### src/rtl/ram_sp_clr.sv
// rtl/ram_sp_clr.sv - single-port synchronous RAM with hardware clear engine
module ram_sp_clr #(
  parameter int                 DATA_W  = 16,
  parameter int                 ADDR_W  = 8,
  parameter int                 DEPTH   = 256,
  parameter logic [DATA_W-1:0]  CLR_VAL = '0
) (
  input  logic              clk,
  input  logic              reset,
  input  logic              clr,
  input  logic              we,
  input  logic              re,
  input  logic [ADDR_W-1:0] addr,
  input  logic [DATA_W-1:0] din,
  output logic [DATA_W-1:0] dout,
  output logic              dout_valid,
  output logic              busy,
  output logic              done
);

  typedef enum logic {
    IDLE  = 1'b0,
    CLEAR = 1'b1
  } state_t;

  // Counter is one bit wider than the address so DEPTH == 2**ADDR_W cannot wrap.
  localparam logic [ADDR_W:0] LAST    = (ADDR_W+1)'(DEPTH - 1);
  localparam logic [ADDR_W:0] DEPTH_C = (ADDR_W+1)'(DEPTH);

  logic [DATA_W-1:0] mem [0:DEPTH-1];

  state_t            state;
  state_t            state_nxt;
  logic [ADDR_W:0]   count;
  logic              accept;
  logic              in_range;
  logic              last;
  logic              mem_we;
  logic [ADDR_W-1:0] mem_waddr;
  logic [DATA_W-1:0] mem_wdata;

  // clr in IDLE wins over a same-cycle access; nothing is accepted while clearing
  assign accept   = (state == IDLE) && !clr;
  assign in_range = {1'b0, addr} < DEPTH_C;
  assign last     = (count == LAST);

  // state register; reset always restarts the clear
  always_ff @(posedge clk or posedge reset) begin
    if (reset) begin
      state <= CLEAR;
    end else begin
      state <= state_nxt;
    end
  end

  // next-state logic
  always_comb begin
    state_nxt = state;
    case (state)
      IDLE:    if (clr)  state_nxt = CLEAR;
      CLEAR:   if (last) state_nxt = IDLE;
      default: state_nxt = IDLE;
    endcase
  end

  // status outputs decoded from registered state only
  always_comb begin
    busy = (state == CLEAR);
    done = (state == CLEAR) && last;
  end

  // clear address counter, parked at zero while idle
  always_ff @(posedge clk or posedge reset) begin
    if (reset) begin
      count <= '0;
    end else if (state == CLEAR && !last) begin
      count <= count + 1'b1;
    end else begin
      count <= '0;
    end
  end

  // single write port shared between the clear engine and user writes
  always_comb begin
    mem_we    = 1'b0;
    mem_waddr = addr;
    mem_wdata = din;
    if (state == CLEAR) begin
      mem_we    = 1'b1;
      mem_waddr = count[ADDR_W-1:0];
      mem_wdata = CLR_VAL;
    end else begin
      mem_we    = accept && we && in_range;
    end
  end

  // array storage, not reset; the clear engine initialises it
  always_ff @(posedge clk) begin
    if (mem_we) begin
      mem[mem_waddr] <= mem_wdata;
    end
  end

  // registered read port: write-first on collision, CLR_VAL out of range
  always_ff @(posedge clk or posedge reset) begin
    if (reset) begin
      dout       <= '0;
      dout_valid <= 1'b0;
    end else begin
      dout_valid <= accept && re;
      if (accept && re) begin
        if (!in_range) begin
          dout <= CLR_VAL;
        end else if (we) begin
          dout <= din;
        end else begin
          dout <= mem[addr];
        end
      end
    end
  end

endmodule

### config.mk
export PLATFORM = sky130hd
export DESIGN_NAME = ram_sp_clr
export DESIGN_NICKNAME = d
export VERILOG_FILES = /design/src/rtl/ram_sp_clr.sv
export SDC_FILE = /design/constraint.sdc
export NUM_CORES = 2
export LEC_CHECK = 0
export CAP_MARGIN = 5
export CORE_UTILIZATION = 55
export DETAILED_ROUTE_END_ITERATION = 6
export PLACE_DENSITY_LB_ADDON = 0.3
export SYNTH_ARGS = -nofsm -noshare
export SYNTH_HDL_FRONTEND = slang
export SYNTH_SLANG_ARGS = --single-unit
### constraint.sdc
create_clock -name clk -period 14 [get_ports clk]
set_input_delay 1.4 -clock clk [delete_from_list [all_inputs] [get_ports clk]]
set_output_delay 1.4 -clock clk [all_outputs]
set_load 0.05 [all_outputs]
# Word-level counts from Yosys, hierarchy flattened
# Memory sizes are Yosys's and may differ from the RTL's. A register that Yosys moved wholly into a read port is not among the register bits.
# Index checks and enable logic that the tools add are counted.
# totals
ff_bits,11
latchBits,0
ramBits,4096
romBits,0
memories,1
# mem_list
name,depth,width,read_ports,rd_ports_with_merged_regs,wr,line_no,source
mem,256,16,1,1,1,30,logic [DATA_W-1:0] mem [0:DEPTH-1];
# op_classes
addsub,1
multipliers,0
div_mod_pow,0
magnitude_cmp,0
n_eq_ne,1
n_shift,0
n_mux,9
bitwise_logic,1
reduce_logical,7
# ops
operator,n
2-to-1 mux 16 bit,1
"adder 9 x 1 -> 9 bit, second input constant",1
"equality test 9 x 8 -> 1 bit, second input constant",1
2-to-1 mux 9 bit,1
2-to-1 mux 8 bit,1
logical AND 1 bit,5
2-to-1 mux 1 bit,5
logical NOT 1 bit,2
case mux 1 bit (2 select lines),1
inverter 1 bit,1

# Depth between registers and ports, before layout
# logic_depth
ltp_word,6
ltp_mapped,12

# Worst setup path after synthesis
# Ideal clock, no wire load.
# synth_path
path_kind,input to register
startpoint,input din[10]
endpoint,memory mem[0][10] (data pin)
arrival_time_ns,7.575
setup_slack_ns,4.972
stages,1
path_buffers,0
path_cell_list,nor2b_1
# synth_between
elab_chain_cells,1
# synth_lines
element,line_no,source
from (decl),14,"input logic [DATA_W-1:0] din,"
2-to-1 mux 16 bit,88,if (state == CLEAR) begin
to (decl),30,
# No other way between the ends.

==> impl.org <==
** Yosys
- In this run, synthesis inferred just over 4,000 flip-flops with an integrated enable.
- The synthesized design contains 4,123 register bits.
- After Yosys synthesis, full adders, half adders and majority gates account for 0.01570% of the synthesized area.
- Syn Inst Count :: ~7,500
- Syn Std Cell Area :: 159,300 µm²
- Mux cell area share after synthesis :: 14.89%
- Yosys warning total :: 0
- Simple-gate share of the synthesized area :: 2.218%
- Main combinational cell family by area after synthesis :: multiplexers
- Most used DFF post-synth :: edfxtp_1
- The average instance in the mapped netlist occupies between 20 and 25 µm².
- The netlist uses 60 different library cells.
- Compound-Gate Fraction of Synth Area :: 3.464%
- After Yosys synthesis, XOR and XNOR cells account for 0.03298% of the synthesized area.
- Summing the sequential cell areas from Yosys gives 77.61% of the chip area.
- Synthesis produced a netlist with a net count of 7,488.
- Proportion of synthesized flip-flops having asynchronous set or reset :: 0.6549%

** Timing
- Highest attainable clock frequency :: 177.0 MHz
- Final max-slew violation count :: 0
- Setup skew after layout :: 0.04949 ns
- Number of setup violations in the final report :: 0
- Measured slew at the worst slew-check pin :: ~1.3 ns
- Endpoints failing hold :: 0
- In the finished design, the share of the clock period the worst path needs comes to 40.35%.
- Clock period minus final worst setup slack :: between 5 and 6 ns
- Setup total negative slack on the finished layout was measured at 0 ns.
- Setup repair after global routing left no endpoint under its margin.
- Max_slew headroom :: 10.57%

** Route
- Post-detailed-route wirelength per cell :: 34.24 µm
- ANT nets after route :: 0
- DR DRC count :: 0
- Via density per instance :: around 6.7
- The first detailed-routing pass took 6 iterations.
- The first routing iteration left 12,582 violations.
- Summed over all layers, the routed wires come to 409,600 µm.
- Detailed routing inserted a total of 80,099 vias.

** Finish
- Fin area :: 178,200 µm²
- Cells with a size suffix above 1 make up 23.30% of the layout.
- Layout net count :: 7,874
- Cells fill 61.85% of the core in the end.
- Area growth syn-to-layout :: 11.84%

** GRT
- The number of global-route vias before repair is 79,040.
- Entering global routing, the biggest net connects around 210 pins.
- For this run the aggregate overflow at the end of global routing stands at 0.
- In the global route stage, overall resource usage came out at 28.03%.
- Antenna violations before repair :: 18
- Wire length of the first global-routing pass :: 582,600 µm

** Power
- PwrDens :: 145.5 nW/µm²
- Across the VDD grid, the largest voltage drop is ~0.00010 V.
- The analysis attributes to cell leakage a power of 57.56 nW.

** Place
- Gpl congestion :: just under 0.9
- Placement-stage cell area :: roughly 170,000 µm²
- The HPWL after detailed placement is 238,200 µm.
- Port buffering added 47 buffers.

** Floorplan
- Total I/O pin count :: 48
- Width of the chip :: 540.3 µm
- Die outline area :: 291,900 µm²
- Number of core rows :: 197
- Initial standard-cell utilization of the core :: 55.30%
- In this run the standard cell core region covers roughly 290,000 µm².
- Height of the die :: 540.3 µm

** Clocking
- Number of sinks driven by the clock tree :: 4,123
- Clock root buffer :: clkbuf_16
- Buffers from clock root to sink, at most :: 4
- Buffers inserted by post-CTS timing repair :: 0
- The number of gates resized after CTS was 0.
- At the later pin of the worst-skew pair, clock insertion delay measures 0.99 ns.
- Number of clock buffers inserted by TritonCTS :: slightly above 400
- Clock slew at reported path FFs :: 0.06 ns
- H-tree lvl count :: 5
- TritonCTS built the clock tree.
- Quantity of hold-fixing buffers added after cts :: 0

** Worst setup path
- Crit path max fanout :: 123
- Critical path class :: input pin to flop
- Critical Path Start Type :: input pin
- At the worst endpoint, the required time is 14.82 ns.
- STA classifies the critical path endpoint as a flop.
- For the worst setup path, the data arrival time is 6.46 ns.

** Worst hold path
- The worst hold path belongs to the class flop to flop.

** Job
- The tool flagged a number of max-cap violations equal to 0.

** Run status
- The run finished with clean final reports.
-- cell families (layout without fill, tap and decap cells) --
kind of cell,after synthesis,count (layout)
other,0,8
flip-flops,4123,4123
multiplexers,1344,1344
XOR/XNOR,6,6
buffers and inverters,465,1183
AO/OA/AOI/OAI,743,743
AND/OR/NAND/NOR,774,774
adder cells (fa/ha/maj),2,2
-- state kept, by name (all words and copies together) (netlist names) --
signal / count
busy: 1
count: 9
dout: 16
dout_valid: 1
mem: 4096
-- cell usage in the layout, fill, tap and decap left out, types with 18 or more instances in the layout --
master,Yosys,layout
clkdlybuf4s50_1,0,40
o22ai_1,43,43
edfxtp_1,4096,4096
mux4_2,816,816
nand3_1,98,82
a211oi_1,53,53
nor2_1,322,298
clkbuf_1,172,83
nor2_2,2,23
mux2i_1,478,478
o221ai_1,79,79
a22oi_1,288,288
o31ai_1,35,35
clkinv_2,0,73
buf_4,92,373
a21oi_1,32,32
and2_1,36,34
bufinv_16,0,39
o21ai_0,30,30
nand4_1,20,20
nor2b_1,36,18
o21ai_1,38,37
clkinv_1,1,92
clkbuf_16,0,404
dfrtp_1,26,26
nand2_1,138,138
mux2_2,50,50
a31oi_1,32,32
nor3_1,73,71
nand2b_1,23,22
a211o_1,31,31
nor2b_4,0,18
-- critical path: stages --
cell and delay (ns):
buf_8 0.27, buf_4 0.45, buf_12 0.48, buf_4 0.66, buf_4 0.85, mux4_2 0.44
a22oi_1 0.39, nand3_1 0.31, a31oi_1 0.66, o31ai_1 0.16
-- synth_stat cells, types with 35 or more instances --
library cell | count | area (µm²)
edfxtp_1 | 4096 | 123000
mux4_2 | 816 | 18380
mux2i_1 | 478 | 4785
nor2_1 | 322 | 1209
a22oi_1 | 288 | 2162
clkbuf_1 | 172 | 645.6
nand2_1 | 138 | 518.0
buf_2 | 102 | 510.5
nand3_1 | 98 | 490.5
buf_4 | 92 | 690.7
o221ai_1 | 79 | 691.9
nor3_1 | 73 | 365.4
a211oi_1 | 53 | 397.9
buf_6 | 52 | 585.6
mux2_2 | 50 | 563.0
o22ai_1 | 43 | 269.0
o21ai_1 | 38 | 190.2
and2_1 | 36 | 225.2
nor2b_1 | 36 | 225.2
o31ai_1 | 35 | 262.8
-- through the flow --
stage | cells | setup slack [ns] | power, mW | hold WS, ns
3_3_place_gp | 11218 | 7.465 | 15.49 | 0.5457
6_report | 11964 | 8.351 | 25.93 | 0.5731
4_1_cts | 11956 | 8.475 | 26.02 | 0.5593
3_5_place_dp | 11219 | 7.467 | 15.51 | 0.5491
2_1_floorplan | 7457 | 4.972 | 14.85 | 0.4977
5_1_grt | 11959 | 8.201 | 26.55 | 0.5769
-- per-layer routing --
layer	global-route usage [%]	wire length [µm]
met5	0	11
met4	12.72	20980
met3	4.799	43980
met2	43.22	192400
met1	39.68	152300
-- power by group --
group	switching (mW)	total, mW	leakage (nW)	internal, mW
Sequential	0.0776	13.7	38.3	13.6
Clock	4.61	10.7	6.28	6.04
Combinational	1.07	1.58	13.0	0.516
Total	5.75	25.9	57.6	20.2
-- final timing paths --
check / startpoint / end / slack, ns / depth (start not counted)
min: dout[11] / dout[11] / 0.57 / 2
max reg2reg: busy / dout[9] / 8.95 / 9
min in group asynchronous: reset / dout_valid / 0.88 / 3
max: addr[2] / dout[15] / 8.35 / 10
max in group asynchronous: reset / count[2] / 12.77 / 3
min reg2reg: dout[11] / dout[11] / 0.57 / 2
-- layout make-up --
class                      count  area (µm²)
sequential                  4123      123700
timing repair buffer         433        3570
antenna                        8       20.02
inverter                      13       50.05
fill                       19203      109900
multi-input combinational   2869       33230
clock buffer                 487       10420
tap                         3781        4731
clock inverter               250        2520
(Power assumes the default switching activity.)
